### config.mk
export PLATFORM = sky130hd
export DESIGN_NAME = register_bank_sequencer
export DESIGN_NICKNAME = d
export VERILOG_FILES = /design/src/rtl/register_bank_sequencer.sv
export SDC_FILE = /design/constraint.sdc
export NUM_CORES = 1
export LEC_CHECK = 0
export ABC_AREA = 1
export BUFFER_PORTS_ARGS = -buffer_cell sky130_fd_sc_hd__buf_2
export CORE_ASPECT_RATIO = 0.8
export CORE_MARGIN = 10
export CORE_UTILIZATION = 55
export CTS_BUF_LIST = sky130_fd_sc_hd__clkbuf_8
export DETAILED_ROUTE_END_ITERATION = 7
export GPL_TIMING_DRIVEN = 0
export PLACE_DENSITY_LB_ADDON = 0.12
export RECOVER_POWER = 50
export SYNTH_ARGS = -nofsm -noshare
export SYNTH_HDL_FRONTEND = slang
export SYNTH_SLANG_ARGS = --single-unit
### constraint.sdc
create_clock -name clk -period 1.84 [get_ports clk]
set_input_delay 0 -clock clk [delete_from_list [all_inputs] [get_ports clk]]
set_output_delay 0 -clock clk [all_outputs]
set_load 0.02 [all_outputs]
### src/rtl/register_bank_sequencer.sv
// register_bank_sequencer: byte-stream instruction sequencer driving the mux selects and load enables of a 4-register bank with ALU.
module register_bank_sequencer (
  input  logic       clk,
  input  logic       reset,
  input  logic       instr_valid,
  input  logic [7:0] instr_data,
  output logic       instr_ready,
  output logic       acc_sel,
  output logic [1:0] alu_b_sel,
  output logic [1:0] bank_out_sel,
  output logic [3:0] destination_sel,
  output logic [2:0] source_sel,
  output logic [7:0] imm_out,
  output logic [1:0] alu_op,
  output logic       out_strobe,
  output logic       busy,
  output logic [7:0] instr_count
);
  typedef enum logic [1:0] {IDLE, FETCH_IMM, EXEC, WB} state_t;
  localparam logic [1:0] MOV = 2'b00, MVI = 2'b01, ALU = 2'b10, OUT = 2'b11;
  state_t state, state_nx;
  logic [7:0] instr;
  logic [1:0] cls, x, y, z;
  logic xfer;
  assign cls = instr[7:6];
  assign x = instr[5:4];
  assign y = instr[3:2];
  assign z = instr[1:0];
  assign instr_ready = state == IDLE || state == FETCH_IMM;
  assign busy = state != IDLE;
  assign xfer = instr_valid && instr_ready;
  always_ff @(posedge clk or negedge reset) begin
    if (!reset) begin
      state <= IDLE;
      instr <= '0;
      imm_out <= '0;
      instr_count <= '0;
    end else begin
      state <= state_nx;
      if (state == IDLE && xfer) instr <= instr_data;
      if (state == FETCH_IMM && xfer) imm_out <= instr_data;
      if ((state == EXEC && cls != ALU) || state == WB) instr_count <= instr_count + 8'd1;
    end
  end
  // Outputs decode only state and the latched instruction, so reset drops them at once.
  always_comb begin
    state_nx = state;
    destination_sel = 4'b0000;
    source_sel = 3'b000;
    acc_sel = 1'b1;
    alu_b_sel = 2'b00;
    alu_op = 2'b00;
    bank_out_sel = 2'b00;
    out_strobe = 1'b0;
    case (state)
      IDLE: if (xfer) state_nx = instr_data[7:6] == MVI ? FETCH_IMM : EXEC;
      FETCH_IMM: if (xfer) state_nx = EXEC;
      EXEC: begin
        state_nx = cls == ALU ? WB : IDLE;
        case (cls)
          MOV: begin
            source_sel = {1'b0, y};
            destination_sel = 4'b0001 << x;
          end
          MVI: begin
            source_sel = 3'b100;
            destination_sel = 4'b0001 << x;
          end
          ALU: begin
            alu_b_sel = x;
            alu_op = z;
          end
          default: begin
            bank_out_sel = x;
            out_strobe = 1'b1;
          end
        endcase
      end
      default: begin
        state_nx = IDLE;
        alu_b_sel = x;
        alu_op = z;
        acc_sel = 1'b0;
        destination_sel = 4'b0001;
      end
    endcase
  end
endmodule

==> flow_results.xml, run 1 <==
<?xml version="1.0" encoding="UTF-8"?>
<metrics>
  <group name="status">
    <metric name="result_of_the_run" unit="">finished with violations</metric>
    <metric name="failed_checks" unit="">negative hold slack</metric>
  </group>
  <group name="run">
    <metric name="total_of_max_cap_violations" unit="">0</metric>
  </group>
  <group name="cts">
    <metric name="tritoncts_num_sinks" unit="">26</metric>
    <metric name="cts_tree" unit="">built</metric>
    <metric name="cts.repair_timing.setup_buffer_count" unit="">0</metric>
    <metric name="cts.htree.levels" unit="">1</metric>
    <metric name="cts_root_buf" unit="">sky130_fd_sc_hd__clkbuf_8</metric>
    <metric name="clk_pin_slew" unit="ns">0.08</metric>
    <metric name="cts.path.max_buffers" unit="">2</metric>
    <metric name="clk_latency" unit="ns">0.26</metric>
    <metric name="cts_inserted_buffers" unit="">3</metric>
  </group>
  <group name="grt">
    <metric name="leftover_overflow_at_the_end_of_global_routing" unit="">0</metric>
    <metric name="grt_max_degree" unit="">27</metric>
    <metric name="grt_usage" unit="">0.132</metric>
    <metric name="grt_pass1_wl" unit="um">5090</metric>
    <metric name="grt_pass1_vias" unit="">1105</metric>
    <metric name="grt_antenna_before_repair" unit="">0</metric>
  </group>
  <group name="sta">
    <metric name="setup_repair_after_global_routing_missed_its_margin" unit="">no</metric>
    <metric name="post-route-period-util" unit="">0.893</metric>
    <metric name="post-route-min-period" unit="ns">1.64</metric>
    <metric name="timing_max_transition_violations_final" unit="">0</metric>
    <metric name="total_neg_setup_slack" unit="ns">0</metric>
    <metric name="timing.slew.headroom" unit="">0.0982</metric>
    <metric name="report.final.setup_viol" unit="">0</metric>
    <metric name="f_max" unit="GHz">0.608</metric>
    <metric name="final.setup_skew" unit="ns">0.00630</metric>
    <metric name="timing.final.ws_setup" unit="ns">0.197</metric>
    <metric name="timing.final.hold_violations" unit="">1</metric>
    <metric name="hold_slack" unit="ns">-0.000327</metric>
    <metric name="tightest_slew" unit="ns">1.35</metric>
  </group>
  <group name="route">
    <metric name="drc" unit="">0</metric>
    <metric name="route.vias.total" unit="">1133</metric>
    <metric name="viasPerCell" unit="">4.95</metric>
    <metric name="detail_route.wirelength" unit="um">3120</metric>
    <metric name="drt_iter0_drc" unit="">104</metric>
    <metric name="routedWlPerCell" unit="um">13.6</metric>
    <metric name="antenna_left" unit="">0</metric>
    <metric name="dr.pass1.iters" unit="">4</metric>
  </group>
  <group name="power">
    <metric name="leakage" unit="nW">0.833</metric>
    <metric name="ir_drop" unit="mV">1.49</metric>
    <metric name="post-layout-total-power" unit="mW">2.58</metric>
    <metric name="powerDensity" unit="nW/um^2">1660</metric>
  </group>
  <group name="place">
    <metric name="hpwl" unit="um">2440</metric>
    <metric name="i_o_buffers" unit="">43</metric>
    <metric name="place_congestion" unit="">0.818</metric>
    <metric name="pre_cts_slack" unit="ns">0.492</metric>
  </group>
  <group name="critical_path">
    <metric name="critical_path_arrival" unit="ns">1.64</metric>
    <metric name="timing.setup.critical_path_class" unit="">flop to output pin</metric>
    <metric name="worstReg2RegEnd" unit="">instr[6]</metric>
    <metric name="r2r-start" unit="">state[0]</metric>
    <metric name="start_kind" unit="">flop</metric>
    <metric name="worstPathMaxFanout" unit="">6</metric>
    <metric name="worst_ep_required_time" unit="ns">1.84</metric>
    <metric name="setup_slack_on_the_worst_flop_to_flop_path" unit="ns">0.43</metric>
    <metric name="cp-end-kind" unit="">output pin</metric>
    <metric name="reg2reg_depth" unit="">4</metric>
  </group>
  <group name="synthesis">
    <metric name="synthesized_flop_and_latch_total" unit="">26</metric>
    <metric name="postSynthCellCount" unit="">154</metric>
    <metric name="synth_area" unit="sq um">1240</metric>
    <metric name="synth.yosys.seq_area_share" unit="">0.523</metric>
    <metric name="synth.yosys.warnings" unit="">0</metric>
    <metric name="netlist-cell-type-count" unit="">18</metric>
    <metric name="synthesis.area_per_instance" unit="sq um">8.08</metric>
    <metric name="synthesized_nets" unit="">166</metric>
  </group>
  <group name="finish">
    <metric name="fillerInstances" unit="">188</metric>
    <metric name="layout.cells.most_common" unit="">sky130_fd_sc_hd__nand2_1</metric>
    <metric name="antenna_cells_inserted" unit="">0</metric>
    <metric name="final_nets" unit="">218</metric>
    <metric name="drive_above_1_share" unit="">0.167</metric>
    <metric name="most-common-layout-cells" unit="">sky130_fd_sc_hd__nand2_1 (51), sky130_fd_sc_hd__dfrtp_1 (26), sky130_fd_sc_hd__buf_2 (26), sky130_fd_sc_hd__inv_1 (21), sky130_fd_sc_hd__o21ai_0 (18)</metric>
    <metric name="final_util" unit="">0.718</metric>
    <metric name="area_growth" unit="%">24.6</metric>
  </group>
  <group name="floorplanning">
    <metric name="die_w" unit="um">73.2</metric>
    <metric name="floorplan.die_area" unit="sq um">4580</metric>
    <metric name="core.rowCount" unit="">15</metric>
    <metric name="num_io_pins" unit="">44</metric>
    <metric name="floorplan_core_area" unit="sq um">2160</metric>
    <metric name="die_boundary_height" unit="um">62.5</metric>
    <metric name="initial_core_util" unit="">0.576</metric>
  </group>
  <group name="min_path">
    <metric name="worst_hold_path.num_cells" unit="">3</metric>
    <metric name="hold_path_end" unit="">instr[1]</metric>
    <metric name="holdCritPathClass" unit="">input pin to flop</metric>
    <metric name="worst_hold_startpoint" unit="">instr_data[1]</metric>
  </group>
</metrics>
cells by family after synthesis:
logic type | after synthesis | share of synthesized area
and+or+nand+nor | 78 | 0.264
DFF | 26 | 0.523
buffers and inverters | 25 | 0.0905
AOI/OAI and AO/OA | 20 | 0.0845
xor gates and xnor gates | 4 | 0.0282
adders and majority gates | 1 | 0.0101
sequential cells by signal, indices dropped and copies added (netlist names):
| register | flops |
|---|---|
| imm_out | 8 |
| instr | 8 |
| state | 2 |
| instr_count | 8 |
per-stage QoR:
| step | std cells | instance area [sq um] |
|---|---|---|
| after global placement | 222 | 1490 |
| after floorplan | 154 | 1240 |
| after detailed placement | 222 | 1490 |
| after CTS | 229 | 1570 |
| final | 229 | 1550 |
| after global routing | 229 | 1550 |
what timing repair did:
action	CTS	global route
hold endpoints to repair	30	0
resized for setup	0	0
hold buffers	4	0
synthesized netlist by cell type (all sizes together):
library cell | instances | area share
xnor2 | 3 | 0.021
nor2 | 13 | 0.045
ha | 1 | 0.010
nor4 | 4 | 0.020
o31ai | 1 | 0.0060
nand3b | 2 | 0.012
dfrtp | 26 | 0.52
nor3 | 3 | 0.012
inv | 22 | 0.066
xor2 | 1 | 0.0070
o211ai | 1 | 0.0060
o21ai | 18 | 0.072
nand2 | 51 | 0.15
nand3 | 5 | 0.020
buf | 3 | 0.024
where the power goes:
part           switching [mW]  internal, mW
sequential              0.195         0.806
combinational           0.877         0.394
clock                   0.161         0.146
routing by layer:
metal | wire [um] | GRT usage | up-vias
met4 | 12 | 0.0142 | 0
met2 | 1440 | 0.215 | 35
met3 | 284 | 0.0587 | 2
met1 | 1390 | 0.160 | 513
li1 | - | - | 583
met5 | 0 | 0 | -
area by class of cell:
class,instances,area [sq um],share of cell area
inverter,22,82.6,0.0533
sequential,26,651,0.420
buffer,3,30.0,0.0194
tap,25,31.3,0.0202
timing repair buffer,47,234,0.151
multi-input combinational,103,480,0.310
clock buffer,3,41.3,0.0266
critical path, stage by stage (launching register included):
cell and delay [ns]:
sky130_fd_sc_hd__dfrtp_1 0.44, sky130_fd_sc_hd__nand2_1 0.11, sky130_fd_sc_hd__inv_1 0.05, sky130_fd_sc_hd__o21ai_0 0.49
sky130_fd_sc_hd__nor2_1 0.09, sky130_fd_sc_hd__buf_2 0.18
worst max-delay path by stage:
stage / startpoint / to / cells past startpoint
6_report: instr[7] / alu_b_sel[1] / 5
5_1_grt: instr[7] / alu_b_sel[1] / 5
4_1_cts: instr[7] / alu_b_sel[1] / 5
3_5_place_dp: state[0] / instr[4] / 4
3_3_place_gp: state[0] / instr[1] / 5
2_1_floorplan: state[1] / bank_out_sel[0] / 4
Power figures use the tool's default switching activity.
==> run 2, diff against run 1 <==
PLACE_DENSITY = 0.95   (was default)
PLACE_DENSITY_LB_ADDON = default   (was 0.12)
==> flow_results.xml, run 2 (same netlist as run 1, synthesis figures left out) <==
<?xml version="1.0" encoding="UTF-8"?>
<metrics>
  <group name="status">
    <metric name="result_of_the_run" unit="">complete, no violations</metric>
  </group>
  <group name="route">
    <metric name="drc" unit="">0</metric>
    <metric name="antenna_left" unit="">0</metric>
    <metric name="detail_route.wirelength" unit="um">3030</metric>
    <metric name="viasPerCell" unit="">5.01</metric>
    <metric name="route.vias.total" unit="">1148</metric>
    <metric name="drt_iter0_drc" unit="">69</metric>
    <metric name="routedWlPerCell" unit="um">13.2</metric>
    <metric name="dr.pass1.iters" unit="">4</metric>
  </group>
  <group name="min_path">
    <metric name="holdCritPathClass" unit="">input pin to flop</metric>
    <metric name="worst_hold_startpoint" unit="">instr_data[3]</metric>
  </group>
  <group name="critical_path">
    <metric name="timing.setup.critical_path_class" unit="">flop to output pin</metric>
    <metric name="crit_path_top_delay_cell" unit="">sky130_fd_sc_hd__dfrtp_1</metric>
    <metric name="cp-end-kind" unit="">output pin</metric>
    <metric name="timing.critical_path.slowest_cell_delay" unit="ns">0.45</metric>
    <metric name="critical_path_arrival" unit="ns">1.49</metric>
    <metric name="reg2reg_depth" unit="">4</metric>
    <metric name="r2r-start" unit="">state[0]</metric>
    <metric name="setup_slack_on_the_worst_flop_to_flop_path" unit="ns">0.50</metric>
    <metric name="critPathLaunch" unit="">instr[7]</metric>
    <metric name="start_kind" unit="">flop</metric>
    <metric name="worstPathMaxFanout" unit="">6</metric>
    <metric name="crit_cells" unit="">5</metric>
    <metric name="critical_path_buf_inv_count" unit="">2</metric>
    <metric name="worst_ep_required_time" unit="ns">1.84</metric>
    <metric name="timing.critical_path.to" unit="">alu_op[1]</metric>
    <metric name="worstReg2RegEnd" unit="">instr[4]</metric>
    <metric name="cell_family_with_most_cp_delay" unit="">flip-flops</metric>
    <metric name="crit_path_cell_trace" unit="">nand2_1 -&gt; inv_1 -&gt; o21ai_0 -&gt; nor2_1 -&gt; buf_2</metric>
  </group>
  <group name="floorplanning">
    <metric name="initial_core_util" unit="">0.576</metric>
    <metric name="num_io_pins" unit="">44</metric>
    <metric name="die_w" unit="um">73.2</metric>
    <metric name="core.rowCount" unit="">15</metric>
    <metric name="die_boundary_height" unit="um">62.5</metric>
    <metric name="floorplan.die_area" unit="sq um">4580</metric>
    <metric name="floorplan_core_area" unit="sq um">2160</metric>
  </group>
  <group name="cts">
    <metric name="cts.htree.levels" unit="">1</metric>
    <metric name="cts_inserted_buffers" unit="">3</metric>
    <metric name="cts_root_buf" unit="">sky130_fd_sc_hd__clkbuf_8</metric>
    <metric name="clk_pin_slew" unit="ns">0.09</metric>
    <metric name="tritoncts_num_sinks" unit="">26</metric>
    <metric name="cts.repair_timing.setup_buffer_count" unit="">0</metric>
    <metric name="cts_tree" unit="">built</metric>
    <metric name="cts.path.max_buffers" unit="">2</metric>
    <metric name="clk_latency" unit="ns">0.27</metric>
  </group>
  <group name="sta">
    <metric name="post-route-period-util" unit="">0.811</metric>
    <metric name="tightest_slew" unit="ns">1.34</metric>
    <metric name="hold_slack" unit="ns">0.00502</metric>
    <metric name="timing.final.hold_violations" unit="">0</metric>
    <metric name="setup_repair_after_global_routing_missed_its_margin" unit="">no</metric>
    <metric name="f_max" unit="GHz">0.670</metric>
    <metric name="timing_max_transition_violations_final" unit="">0</metric>
    <metric name="total_neg_setup_slack" unit="ns">0</metric>
    <metric name="final.setup_skew" unit="ns">0.00972</metric>
    <metric name="timing.slew.headroom" unit="">0.107</metric>
    <metric name="report.final.setup_viol" unit="">0</metric>
    <metric name="post-route-min-period" unit="ns">1.49</metric>
  </group>
  <group name="power">
    <metric name="ir_drop" unit="mV">1.22</metric>
    <metric name="post-layout-total-power" unit="mW">2.58</metric>
    <metric name="leakage" unit="nW">0.833</metric>
    <metric name="powerDensity" unit="nW/um^2">1660</metric>
  </group>
  <group name="finish">
    <metric name="antenna_cells_inserted" unit="">0</metric>
    <metric name="most-common-layout-cells" unit="">sky130_fd_sc_hd__nand2_1 (51), sky130_fd_sc_hd__dfrtp_1 (26), sky130_fd_sc_hd__buf_2 (26), sky130_fd_sc_hd__inv_1 (21), sky130_fd_sc_hd__o21ai_0 (18)</metric>
    <metric name="final_nets" unit="">218</metric>
    <metric name="final_util" unit="">0.718</metric>
    <metric name="area_growth" unit="%">24.6</metric>
    <metric name="drive_above_1_share" unit="">0.167</metric>
    <metric name="layout_top_registers" unit="">imm_out (8), instr (8), instr_count (8)</metric>
    <metric name="fillerInstances" unit="">170</metric>
    <metric name="layout.cells.most_common" unit="">sky130_fd_sc_hd__nand2_1</metric>
  </group>
  <group name="place">
    <metric name="place_congestion" unit="">0.817</metric>
    <metric name="hpwl" unit="um">2310</metric>
    <metric name="i_o_buffers" unit="">43</metric>
  </group>
  <group name="grt">
    <metric name="leftover_overflow_at_the_end_of_global_routing" unit="">0</metric>
    <metric name="grt_usage" unit="">0.132</metric>
    <metric name="grt_pass1_vias" unit="">1031</metric>
    <metric name="grt_antenna_before_repair" unit="">0</metric>
    <metric name="grt_pass1_wl" unit="um">4990</metric>
    <metric name="grt_max_degree" unit="">27</metric>
  </group>
  <group name="run">
    <metric name="total_of_max_cap_violations" unit="">0</metric>
  </group>
</metrics>
## run 2: cell counts in the layout (fill, tap and decap cells not counted)
Identical to the previous run, type by type.
## run 2: per-stage QoR
stage                     std cells  worst slack (ns)  instance area (sq um)
after floorplan                 154             0.495                   1240
after global placement          222             0.569                   1490
after detailed placement        222             0.553                   1490
after CTS                       229             0.338                   1570
after global routing            229             0.179                   1550
final                           229             0.348                   1550
## run 2: report_power, final
group / leakage (nW) / switching, mW / internal (mW)
registers: 0.330 / 0.204 / 0.806
logic: 0.482 / 0.861 / 0.395
clock network: 0.0216 / 0.168 / 0.147
total: 0.833 / 1.23 / 1.35
## run 2: cell type report
| class | instances | area (sq um) | share of cell area |
|---|---|---|---|
| Clock buffer | 3 | 41.3 | 0.0266 |
| Timing Repair Buffer | 47 | 234 | 0.151 |
| Tap cell | 25 | 31.3 | 0.0202 |
| Buffer | 3 | 30.0 | 0.0194 |
| Sequential cell | 26 | 651 | 0.420 |
| Inverter | 22 | 82.6 | 0.0533 |
| Multi-Input combinational cell | 103 | 480 | 0.310 |
## run 2: worst register-to-register path: cells and delay by family (launching register included)
| family | cells | cell delay, ns |
|---|---|---|
| flops | 1 | 0.46 |
| buf+inv | 1 | 0.19 |
| compound gates | 1 | 0.16 |
| simple gates | 2 | 0.43 |
## run 2: worst min path at each step
stage / to / slack, ns / cells past startpoint
6_report: instr[3] / 0.005 / 3
5_1_grt: instr[3] / 0.02 / 3
4_1_cts: instr[3] / 0.0003 / 3
3_5_place_dp: instr_count[0] / 0.02 / 1
3_3_place_gp: instr_count[0] / 0.02 / 1
2_1_floorplan: imm_out[0] / -0.30 / 0
## run 2: timing repair
| item | CTS | global route |
|---|---|---|
| hold buffers | 4 | 0 |
| hold endpoints to repair | 31 | 0 |
| resized for setup | 0 | 0 |
## run 2: per-layer routing
metal  GRT usage  up-vias  part of all wire
met5           0        -                 0
met4      0.0427        0             0.013
met3      0.0381        5             0.082
met2       0.200       41              0.46
met1       0.175      518              0.44
li1            -      584                 -
==> run 3, diff against run 2 <==
CORE_UTILIZATION = 51   (was 55)
PLACE_DENSITY = 0.92   (was 0.95)
clock period = 1.5 ns   (was 1.84 ns; I/O delays follow)
==> flow_results.xml, run 3 (same netlist as run 1, synthesis figures left out) <==
<?xml version="1.0" encoding="UTF-8"?>
<metrics>
  <group name="floorplanning">
    <metric name="core.rowCount" unit="">15</metric>
    <metric name="initial_core_util" unit="">0.557</metric>
    <metric name="num_io_pins" unit="">44</metric>
    <metric name="floorplan.die_area" unit="sq um">4830</metric>
    <metric name="floorplan_core_area" unit="sq um">2230</metric>
    <metric name="die_w" unit="um">75.2</metric>
    <metric name="die_boundary_height" unit="um">64.2</metric>
  </group>
  <group name="min_path">
    <metric name="hold_path_end" unit="">instr[3]</metric>
    <metric name="worst_hold_path.num_cells" unit="">3</metric>
    <metric name="holdCritPathClass" unit="">input pin to flop</metric>
    <metric name="worst_hold_startpoint" unit="">instr_data[3]</metric>
  </group>
  <group name="route">
    <metric name="route.vias.total" unit="">1192</metric>
    <metric name="met3_wirelength" unit="um">276</metric>
    <metric name="viasPerCell" unit="">5.18</metric>
    <metric name="detail_route.wirelength" unit="um">3400</metric>
    <metric name="top_layer" unit="">met4</metric>
    <metric name="routedWlPerCell" unit="um">14.8</metric>
    <metric name="dr.pass1.iters" unit="">4</metric>
    <metric name="detailed_route_wire_length_on_metal_1" unit="um">1440</metric>
    <metric name="drt_iter0_drc" unit="">113</metric>
    <metric name="drc" unit="">0</metric>
    <metric name="antenna_left" unit="">0</metric>
    <metric name="met2RoutedLength" unit="um">1620</metric>
  </group>
  <group name="finish">
    <metric name="most-common-layout-cells" unit="">sky130_fd_sc_hd__nand2_1 (50), sky130_fd_sc_hd__dfrtp_1 (25), sky130_fd_sc_hd__buf_2 (25), sky130_fd_sc_hd__inv_1 (19), sky130_fd_sc_hd__o21ai_0 (17)</metric>
    <metric name="fillerInstances" unit="">174</metric>
    <metric name="final_nets" unit="">218</metric>
    <metric name="layout.cells.most_common" unit="">sky130_fd_sc_hd__nand2_1</metric>
    <metric name="area_growth" unit="%">28.0</metric>
    <metric name="antenna_cells_inserted" unit="">0</metric>
    <metric name="drive_above_1_share" unit="">0.220</metric>
    <metric name="fin_area" unit="sq um">1590</metric>
    <metric name="multiInputGateArea" unit="sq um">505</metric>
    <metric name="layout_top_registers" unit="">imm_out (8), instr (8), instr_count (8)</metric>
    <metric name="finalNonFillerCells" unit="">230</metric>
    <metric name="seqCellArea" unit="sq um">652</metric>
  </group>
  <group name="power">
    <metric name="ir_drop" unit="mV">1.16</metric>
    <metric name="combinationalPowerShare" unit="">0.495</metric>
    <metric name="power.net_switching" unit="mW">1.62</metric>
    <metric name="p_sw_frac" unit="">0.482</metric>
    <metric name="sequentialPowerShare" unit="">0.371</metric>
    <metric name="leakage" unit="nW">0.843</metric>
    <metric name="internal-power" unit="mW">1.74</metric>
    <metric name="pwr-share-clk" unit="">0.134</metric>
    <metric name="powerDensity" unit="nW/um^2">2110</metric>
  </group>
  <group name="cts">
    <metric name="cts_tree" unit="">built</metric>
    <metric name="cts_inserted_buffers" unit="">3</metric>
    <metric name="cts.path.max_buffers" unit="">2</metric>
    <metric name="tritoncts_num_sinks" unit="">26</metric>
    <metric name="clk_pin_slew" unit="ns">0.09</metric>
    <metric name="cts_root_buf" unit="">sky130_fd_sc_hd__clkbuf_8</metric>
    <metric name="cts.htree.levels" unit="">1</metric>
    <metric name="clk_latency" unit="ns">0.27</metric>
  </group>
  <group name="sta">
    <metric name="timing_max_transition_violations_final" unit="">0</metric>
    <metric name="final.setup_skew" unit="ns">0.00269</metric>
    <metric name="timing.final.ws_setup" unit="ns">0.0491</metric>
    <metric name="post-route-min-period" unit="ns">1.45</metric>
    <metric name="post-route-period-util" unit="">0.967</metric>
    <metric name="report.final.setup_viol" unit="">0</metric>
    <metric name="hold_slack" unit="ns">-0.00280</metric>
    <metric name="timing.final.hold_violations" unit="">1</metric>
    <metric name="timing.slew.headroom" unit="">0.586</metric>
    <metric name="tightest_slew" unit="ns">0.620</metric>
    <metric name="f_max" unit="GHz">0.689</metric>
  </group>
  <group name="critical_path">
    <metric name="critical_path_arrival" unit="ns">1.45</metric>
    <metric name="crit_path_cell_trace" unit="">nor2_4 -&gt; inv_2 -&gt; nor3_1 -&gt; buf_2</metric>
    <metric name="start_kind" unit="">flop</metric>
    <metric name="setup_slack_on_the_worst_flop_to_flop_path" unit="ns">0.11</metric>
    <metric name="worst_ep_required_time" unit="ns">1.50</metric>
    <metric name="critical_path_buf_inv_count" unit="">2</metric>
    <metric name="cell_family_with_most_cp_delay" unit="">flip-flops</metric>
    <metric name="r2r-start" unit="">state[1]</metric>
    <metric name="crit_path_top_delay_cell" unit="">sky130_fd_sc_hd__dfrtp_2</metric>
    <metric name="worstReg2RegEnd" unit="">instr[0]</metric>
    <metric name="crit_cells" unit="">4</metric>
    <metric name="timing.setup.critical_path_class" unit="">flop to output pin</metric>
    <metric name="reg2reg_depth" unit="">5</metric>
    <metric name="cp-end-kind" unit="">output pin</metric>
    <metric name="timing.critical_path.slowest_cell_delay" unit="ns">0.47</metric>
    <metric name="worstPathMaxFanout" unit="">7</metric>
  </group>
  <group name="grt">
    <metric name="leftover_overflow_at_the_end_of_global_routing" unit="">0</metric>
    <metric name="grt_antenna_before_repair" unit="">0</metric>
    <metric name="grt_usage" unit="">0.138</metric>
    <metric name="grt_pass1_wl" unit="um">5380</metric>
    <metric name="grt_pass1_vias" unit="">1153</metric>
    <metric name="grt_max_degree" unit="">27</metric>
  </group>
  <group name="place">
    <metric name="numPlacedInstances" unit="">222</metric>
    <metric name="place_congestion" unit="">0.799</metric>
    <metric name="pre_cts_slack" unit="ns">0.154</metric>
    <metric name="postPlaceCellArea" unit="sq um">1490</metric>
    <metric name="hpwl" unit="um">2570</metric>
    <metric name="i_o_buffers" unit="">43</metric>
  </group>
  <group name="status">
    <metric name="result_of_the_run" unit="">finished with violations</metric>
    <metric name="failed_checks" unit="">negative hold slack</metric>
  </group>
  <group name="run">
    <metric name="total_of_max_cap_violations" unit="">0</metric>
  </group>
</metrics>
==> run 3: changes by cell type in the layout (fill, tap and decap cells not counted), sizes merged <==
cell	change
buf	+1
dlygate4sd3	-1
clkbuf	+1
==> run 3: routing by layer <==
metal  up-vias  track usage
li1        587            -
met1       555        0.175
met2        42        0.216
met3         8       0.0571
met4         0       0.0278
met5         -            0
==> run 3: worst reg2reg max path, stage by stage (launching register included) <==
cell	delay [ns]
sky130_fd_sc_hd__dfrtp_1	0.41
sky130_fd_sc_hd__buf_4	0.16
sky130_fd_sc_hd__nor2_1	0.20
sky130_fd_sc_hd__nand2_2	0.17
sky130_fd_sc_hd__buf_6	0.18
sky130_fd_sc_hd__o21ai_0	0.19
==> run 3: final cells by class <==
type / count / share of cell area
well taps: 25 / 0.0197
plain buffers: 3 / 0.0189
multi-input cells: 103 / 0.318
clock buffers: 4 / 0.0346
repair buffers: 47 / 0.148
inverters: 22 / 0.0519
flip-flops and latches: 26 / 0.410
==> run 3: per-stage QoR <==
stage	total power, mW	util	setup TNS (ns)
finish	3.36	0.713	0
global route	3.59	0.713	-0.0138
CTS	3.32	0.708	0
detailed placement	2.86	0.667	0
global placement	2.78	0.667	0
floorplan	2.30	-	0
==> run 3: worst max-delay path by stage <==
stage | start | to | slack, ns
after CTS | state[0] | destination_sel[2] | 0.03
after floorplan | state[1] | bank_out_sel[0] | 0.15
final | state[0] | out_strobe | 0.05
after detailed placement | state[0] | instr[1] | 0.15
after global placement | state[1] | imm_out[1] | 0.21
after global routing | state[0] | out_strobe | -0.01
==> run 3: power groups by stage <==
stage | clock network [mW] | registers, mW | logic (mW)
global route | 0.472 | 1.29 | 1.83
CTS | 0.444 | 1.23 | 1.65
finish | 0.450 | 1.25 | 1.66
floorplan | 0 | 1.39 | 0.909
global placement | 0 | 1.22 | 1.56
detailed placement | 0 | 1.24 | 1.62
==> run 3: timing repair <==
action / in CTS / in global routing
hold buffers: 3 / 0
buffers inserted: 0 / 1
hold endpoints to repair: 29 / 0
endpoints found under the setup margin: 3 / 8
resized for setup: 2 / 8
